`config.mk`:
```
export PLATFORM = sky130hd
export DESIGN_NAME = alu_result_buffer
export DESIGN_NICKNAME = d
export VERILOG_FILES = /design/src/rtl/alu_pkg.sv /design/src/rtl/alu_flag_gen.sv /design/src/rtl/alu_result_buffer.sv
export SDC_FILE = /design/constraint.sdc
export NUM_CORES = 1
export LEC_CHECK = 0
export ABC_AREA = 1
export BUFFER_PORTS_ARGS = -buffer_cell sky130_fd_sc_hd__buf_2
export CAP_MARGIN = 40
export CORE_MARGIN = 2
export CORE_UTILIZATION = 45
export DETAILED_ROUTE_END_ITERATION = 10
export SLEW_MARGIN = 20
export SYNTH_ARGS = -nofsm -noshare
export SYNTH_HDL_FRONTEND = slang
export SYNTH_SLANG_ARGS = --single-unit
export TNS_END_PERCENT = 1
```
`constraint.sdc`:
```
create_clock -name clock -period 4.9 [get_ports clock]
set_input_delay 0.735 -clock clock [delete_from_list [all_inputs] [get_ports clock]]
set_output_delay 0.735 -clock clock [all_outputs]
set_load 0.005 [all_outputs]
```
`src/rtl/alu_pkg.sv`:
```
// Shared ALU definitions: data-width default, opcode type/encodings and the
// stored flag record used by the result buffer.
package alu_pkg;

  localparam int ALU_DATA_W = 32;

  typedef logic [3:0] alu_opcode_t;

  localparam alu_opcode_t OP_NOP = 4'h0;
  localparam alu_opcode_t OP_ADD = 4'h1;
  localparam alu_opcode_t OP_SUB = 4'h2;
  localparam alu_opcode_t OP_AND = 4'h3;
  localparam alu_opcode_t OP_OR  = 4'h4;
  localparam alu_opcode_t OP_XOR = 4'h5;
  localparam alu_opcode_t OP_SHL = 4'h6;
  localparam alu_opcode_t OP_SHR = 4'h7;

  typedef struct packed {
    logic carry;
    logic zero;
    logic negative;
  } alu_flags_t;

endpackage

```
`src/rtl/alu_flag_gen.sv`:
```
// Combinational flag derivation from a DATA_W+1 bit ALU result whose MSB is
// the carry/borrow.
module alu_flag_gen
  import alu_pkg::*;
#(
  parameter int DATA_W = ALU_DATA_W
) (
  input  logic [DATA_W:0] result,
  output logic            carry,
  output logic            zero,
  output logic            negative
);

  assign carry    = result[DATA_W];
  assign zero     = (result[DATA_W-1:0] == '0);
  assign negative = result[DATA_W-1];

endmodule

```
`src/rtl/alu_result_buffer.sv`:
```
// FIFO of ALU results with flags captured at push time. Defining
// ALU_RESULT_STATS_EN adds saturating carry-push and input-stall counters.
module alu_result_buffer
  import alu_pkg::*;
#(
  parameter int DEPTH  = 4,
  parameter int DATA_W = ALU_DATA_W
) (
  input  logic                     clock,
  input  logic                     reset_n,
  input  logic                     in_valid,
  output logic                     in_ready,
  input  logic [DATA_W:0]          in_result,
  input  alu_opcode_t              in_opcode,
  output logic                     out_valid,
  input  logic                     out_ready,
  output logic [DATA_W-1:0]        out_data,
  output alu_opcode_t              out_opcode,
  output logic                     out_carry,
  output logic                     out_zero,
  output logic                     out_negative,
  output logic [$clog2(DEPTH):0]   count
`ifdef ALU_RESULT_STATS_EN
  ,
  output logic [15:0]              stat_carry_cnt,
  output logic [15:0]              stat_stall_cnt
`endif
);

  localparam int PW = $clog2(DEPTH);
  localparam int CW = PW + 1;

  logic [DATA_W-1:0] data_q  [DEPTH];
  alu_opcode_t       op_q    [DEPTH];
  alu_flags_t        flags_q [DEPTH];

  logic [PW-1:0] wr_ptr_q, wr_ptr_d;
  logic [PW-1:0] rd_ptr_q, rd_ptr_d;
  logic [CW-1:0] count_q, count_d;

  logic       full, empty, push, pop;
  alu_flags_t new_flags;

  alu_flag_gen #(.DATA_W(DATA_W)) u_flag_gen (
    .result   (in_result),
    .carry    (new_flags.carry),
    .zero     (new_flags.zero),
    .negative (new_flags.negative)
  );

  assign full  = (count_q == CW'(DEPTH));
  assign empty = (count_q == '0);
  // A full buffer refuses pushes even when the head is popped the same edge.
  assign push  = in_valid && !full;
  assign pop   = out_ready && !empty;

  always_comb begin
    wr_ptr_d = wr_ptr_q;
    rd_ptr_d = rd_ptr_q;
    count_d  = count_q;
    if (push) wr_ptr_d = wr_ptr_q + 1'b1;
    if (pop)  rd_ptr_d = rd_ptr_q + 1'b1;
    case ({push, pop})
      2'b10:   count_d = count_q + 1'b1;
      2'b01:   count_d = count_q - 1'b1;
      default: count_d = count_q;
    endcase
  end

  always_ff @(posedge clock) begin
    if (!reset_n) begin
      wr_ptr_q <= '0;
      rd_ptr_q <= '0;
      count_q  <= '0;
    end else begin
      wr_ptr_q <= wr_ptr_d;
      rd_ptr_q <= rd_ptr_d;
      count_q  <= count_d;
    end
  end

  // Storage is not reset; empty-gating below hides stale contents.
  always_ff @(posedge clock) begin
    if (reset_n && push) begin
      data_q[wr_ptr_q]  <= in_result[DATA_W-1:0];
      op_q[wr_ptr_q]    <= in_opcode;
      flags_q[wr_ptr_q] <= new_flags;
    end
  end

  assign in_ready     = !full;
  assign out_valid    = !empty;
  assign out_data     = empty ? '0 : data_q[rd_ptr_q];
  assign out_opcode   = empty ? '0 : op_q[rd_ptr_q];
  assign out_carry    = !empty && flags_q[rd_ptr_q].carry;
  assign out_zero     = !empty && flags_q[rd_ptr_q].zero;
  assign out_negative = !empty && flags_q[rd_ptr_q].negative;
  assign count        = count_q;

`ifdef ALU_RESULT_STATS_EN
  logic [15:0] carry_cnt_q, stall_cnt_q;

  always_ff @(posedge clock) begin
    if (!reset_n) begin
      carry_cnt_q <= '0;
      stall_cnt_q <= '0;
    end else begin
      if (push && new_flags.carry && carry_cnt_q != 16'hFFFF)
        carry_cnt_q <= carry_cnt_q + 16'd1;
      if (in_valid && full && stall_cnt_q != 16'hFFFF)
        stall_cnt_q <= stall_cnt_q + 16'd1;
    end
  end

  assign stat_carry_cnt = carry_cnt_q;
  assign stat_stall_cnt = stall_cnt_q;
`endif

endmodule

```
### Yosys cells after proc, flatten, opt, wreduce, memory -nomap -nowiden

Memory sizes are Yosys's and may differ from the RTL's. A register that Yosys moved wholly into a read port is not among the register bits.
Index checks and enable logic that the tools add are counted.

* memories kept: 3
* register bits: 7
* bits in writable memories: 156
* logic and storage cells: 35

* add/sub/neg operators: 4
* reduce and logical (&&, ||, !) cells: 11
* mux-type cells: 11
* eq/ne operators: 3

Memory list
* data_q: words 4, width 32, rd ports 1, clocked after memory_dff 1, write ports 1, RTL line alu_result_buffer.sv:33 `logic [DATA_W-1:0] data_q [DEPTH];`
* op_q: words 4, width 4, rd ports 1, clocked after memory_dff 1, write ports 1, RTL line alu_result_buffer.sv:34 `alu_opcode_t op_q [DEPTH];`
* flags_q: words 4, width 3, rd ports 1, clocked after memory_dff 1, write ports 1, RTL line alu_result_buffer.sv:35 `alu_flags_t flags_q [DEPTH];`

Operator list (number)
* zero test 32 bit: 1
* two-way mux 32 bit: 1
* two-way mux 2 bit: 6
* logical AND 1 bit: 6
* case mux 3 bit (2 select lines): 1
* adder 2 x 1 -> 2 bit (second input constant): 2
* two-way mux 4 bit: 1
* adder 3 x 1 -> 3 bit (second input constant): 1
* equality test 3 bit (second input constant): 1
* zero test 3 bit: 1
* subtractor 3 x 1 -> 3 bit (second input constant): 1
* equality test 2 x 1 -> 1 bit (second input constant): 1
* equality test 2 bit (second input constant): 1
* zero test 1 bit: 2
* two-way mux 1 bit: 2
* nonzero test 2 bit: 1

### Longest topological paths before layout

* depth in word-level cells: 6
* mapped depth: 13
* depth with buffers taken out: 13

### Hierarchy

A second synthesis with hierarchy kept.

* cell total of the unflattened synthesis: 566
* area total of the unflattened synthesis: 6673.9 µm²

Modules (own cells, without submodules)
* alu_result_buffer: cells an instance 533, instances 1, area an instance 6542.5 µm²
* alu_flag_gen: cells an instance 33, instances 1, area an instance 131.4 µm²

### Worst setup path before layout

OpenSTA, ideal clock, no wires.

* path type: input-to-reg
* from: input in_valid
* to: memory data_q[0][0] in the netlist's numbering (enable)
* arrival: 2.733 ns
* cell stages on the path: 3
* buffers on the path: 0
* path slack: 1.734 ns
* data required time: 4.467 ns
* cells stage by stage: a21boi_1 nand2_1 nor2_1

* cells in the longest elaborated chain, start to end: 4

RTL lines
* start, declared: RTL line alu_result_buffer.sv:11 `input logic in_valid,`
* logical AND 1 bit: RTL line alu_result_buffer.sv:54 `assign push = in_valid && !full;`
* logical AND 1 bit: RTL line alu_result_buffer.sv:84 `if (reset_n && push) begin`
* two-way mux 1 bit: RTL line alu_result_buffer.sv:84
* two-way mux 1 bit (implied by the code): RTL line alu_result_buffer.sv:85 `data_q[wr_ptr_q] <= in_result[DATA_W-1:0];`
* end, declared: RTL line alu_result_buffer.sv:33

Every way passes these cells.

==> impl_metrics.yaml <==
clock_network:
  post_cts_buffers: 0
  numCtsBuffers: 17
  root_buffer: "sky130_fd_sc_hd__clkbuf_16"
  numClockSinks: 161
  clk_path_buf_depth: 2
  htreeDepth: 4
  post_cts_resize_count: 0
  insertion_delay_ns: 0.42
  clock_tree_from_tritoncts: "done"
  clk_pin_slew_worst_paths_ns: 0.06
  total_of_hold_buffers_inserted_after_clock_tree_synthesis: 0
place:
  count_of_port_buffers_added_during_placement: 84
  dpl_worst_slack_ns: 1.99
  dp_hpwl_um: 8330
  placedInstanceArea_mm2: 0.00709
  finalWeightedCongestion: 0.754
timing:
  final-hold-violation-count: 0
  period_needed_ns: 3.21
  layout_setup_ws_ns: 1.69
  period_share_pct: 65.6
  finalSetupTns_ns: 0
  fmax_mhz: 311
  worst_clock_skew_ns: 0.00567
  worst_slew_margin_rel_pct: 48.9
  worstMarginPinSlew_ns: 0.766
  rsz0062_at_grt: "false"
  final-setup-viol-count: 0
  final-max-slew-violation-count: 0
floorplanning:
  floorplan.rows: 44
  initial_utilization_pct: 45.6
  die_ar_mm2: 0.0156
  core_mm2: 0.0144
  floorplan.die.width_um: 125
  chipHeight_um: 125
  ios: 85
hold_path:
  min_delay_path_depth: 2
  hold_path.startpoint: "rd_ptr_q[1]$_SDFFE_PN0P_"
  hold_class: "reg2reg"
critical_path:
  cp_cell_sequence: "buf_4, nor2_1, nor2_1, o21ai_0, a21oi_1, buf_2"
  crit_arrival_ns: 2.48
  crit-reg2reg-launch: "count[1]$_SDFFE_PN0P_"
  worst-path-buf-inv: 2
  path_delay_family: "flip-flops"
  critPathMaxFanout: 42
  critical_path_class: "reg2out"
  crit_slowest_cell: "sky130_fd_sc_hd__dfxtp_2"
  cell_repeated_most_along_the_worst_path: "sky130_fd_sc_hd__nor2_1"
  timing.critical_path.to_type: "primary output"
  critical_path_rt_ns: 4.16
  rrSetupSlack_ns: 2.46
  crit-reg2reg-capture: "op_q[3][3]$_DFFE_PP_"
  setup.worst_path.start_class: "register"
  critical-path-max-stage-delay_ns: 0.81
  worst_r2r_path_depth: 5
power_and_ir_drop:
  leakage_nw: 2.82
  peakVddDrop_v: 0.000326
  pwr_density_cell_mw_per_mm2: 504
  report.power.total_mw: 3.87
detailed_routing:
  detail_route.drc_violations: 0
  via_count: 4216
  detail_route.wl_per_cell_um: 16.6
  drt-initial-drc-count: 357
  routed_wirelength_um: 13800
  via_per_inst: 5.07
  drtAntennaViolNets: 0
  drt-pass1-iter-count: 4
finish:
  mostFrequentLayoutCell: "sky130_fd_sc_hd__nor2_1"
  insertedDiodeCount: 0
  area_growth_syn_to_layout_pct: 17.1
  most-common-layout-cells: "sky130_fd_sc_hd__nor2_1, sky130_fd_sc_hd__edfxtp_1, sky130_fd_sc_hd__buf_2"
  finish.instance_area_mm2: 0.00767
  post_route_cells_drive_above_1_share_pct: 19.3
  utilization_pct: 53.4
  finish.net_count: 682
global_routing:
  groute.layer.met3.usage_pct: 5.33
  grt_overflow_total: 0
  grtUsageTotal_pct: 18.3
  grt_util_met1_pct: 23.8
  global_route_wire_length_before_repair_um: 21900
  grt_util_met2_pct: 29.3
  number_of_antenna_violations_at_the_first_check_in_global_routing: 0
  largest_net_degree_at_the_start_of_global_routing: 77
  first_global_vias: 4238
  grt_busiest_layer: "met2"
logic_synthesis:
  avgSynthCellArea_um2: 11.8
  ys_ff_latch: 161
  warnings_from_yosys: 0
  postSynthCellCount: 554
  mappedNetlistArea_mm2: 0.00656
  synthDistinctLibCells: 24
  postSynthNetCount: 601
  ys_seq_area_share_pct: 72.4
run:
  max_cap_violations: 0
run_status:
  run_status: "finished, final reports clean"
==> area by class of cell <==
| class | count | area [µm²] |
|---|---|---|
| Fill cell | 1256 | 6690 |
| Sequential cell | 161 | 4750 |
| Multi-Input combinational cell | 343 | 1550 |
| Timing Repair Buffer | 92 | 533 |
| Clock buffer | 23 | 448 |
| Tap cell | 184 | 230 |
| Clock inverter | 9 | 90.1 |
| Inverter | 20 | 77.6 |
==> sequential cells by signal (all words and copies together) (netlist names), named ones only <==
name and count:
count 3, wr_ptr_q 2, flags_q 12, rd_ptr_q 2, data_q 124, op_q 16
==> layer usage <==
layer | vias to the layer above | routed length, µm
met5 | - | 0
met4 | 0 | 202
met3 | 16 | 903
met2 | 124 | 6800
met1 | 2003 | 5930
li1 | 2073 | -
==> Yosys cell counts <==
| library cell | number | area, µm² |
|---|---|---|
| sky130_fd_sc_hd__nor2_1 | 186 | 698 |
| sky130_fd_sc_hd__edfxtp_1 | 152 | 4560 |
| sky130_fd_sc_hd__a21oi_1 | 41 | 205 |
| sky130_fd_sc_hd__o21ai_0 | 40 | 200 |
| sky130_fd_sc_hd__o21ai_1 | 38 | 190 |
| sky130_fd_sc_hd__nand2_1 | 24 | 90.1 |
| sky130_fd_sc_hd__inv_1 | 17 | 63.8 |
| sky130_fd_sc_hd__dfxtp_1 | 9 | 180 |
| sky130_fd_sc_hd__buf_4 | 8 | 60.1 |
| sky130_fd_sc_hd__buf_2 | 7 | 35.0 |
| sky130_fd_sc_hd__buf_6 | 6 | 67.6 |
| sky130_fd_sc_hd__clkbuf_1 | 5 | 18.8 |
| sky130_fd_sc_hd__ha_1 | 5 | 62.6 |
| sky130_fd_sc_hd__nand3_1 | 4 | 20.0 |
| sky130_fd_sc_hd__clkbuf_2 | 2 | 10.0 |
| sky130_fd_sc_hd__inv_2 | 2 | 7.51 |
| sky130_fd_sc_hd__a21boi_1 | 1 | 7.51 |
| sky130_fd_sc_hd__buf_1 | 1 | 3.75 |
| sky130_fd_sc_hd__buf_12 | 1 | 20.0 |
| sky130_fd_sc_hd__fa_1 | 1 | 20.0 |
| sky130_fd_sc_hd__inv_4 | 1 | 6.26 |
| sky130_fd_sc_hd__nand2_4 | 1 | 11.3 |
| sky130_fd_sc_hd__nand3b_1 | 1 | 7.51 |
| sky130_fd_sc_hd__nor2_2 | 1 | 6.26 |
==> how the worst max path moves through the flow <==
| stage | from | end | slack [ns] | cells past startpoint |
|---|---|---|---|---|
| 2_1_floorplan | in_valid | data_q[0][0]$_DFFE_PP_ | 1.73 | 3 |
| 3_3_place_gp | in_valid | data_q[2][30]$_DFFE_PP_ | 2.00 | 5 |
| 3_5_place_dp | register | out_data[1] | 1.99 | 5 |
| 4_1_cts | register | out_data[15] | 1.48 | 5 |
| 5_1_grt | register | out_data[2] | 1.48 | 6 |
| 6_report | register | out_data[1] | 1.69 | 6 |
==> per-stage QoR <==
step	instances	hold slack [ns]
after CTS	830	0.488
final	832	0.501
after global routing	832	0.519
after global placement	797	0.477
after detailed placement	798	0.480
after floorplan	554	0.459
==> worst min-delay path: cells and delay by family, from the launching register on <==
kind | cells | cell delay (ns)
flops | 1 | 0.32
simple gates | 1 | 0.07
compound gates | 1 | 0.07
==> kinds of logic after synthesis <==
family | after synthesis | share of synthesized area [%]
and+or+nand+nor | 217 | 12.7
buffers and inverters | 50 | 4.47
adders and majority gates | 6 | 1.26
AOI/OAI and AO/OA | 120 | 9.20
DFF | 161 | 72.4
==> where the power goes <==
part | internal [mW] | leakage [nW] | switching, mW | total, mW
Clock | 0.739 | 0.263 | 0.484 | 1.22
Combinational | 0.358 | 1.10 | 0.632 | 0.990
Sequential | 1.59 | 1.46 | 0.0645 | 1.66
No activity file was read; power rests on OpenSTA's default activity.
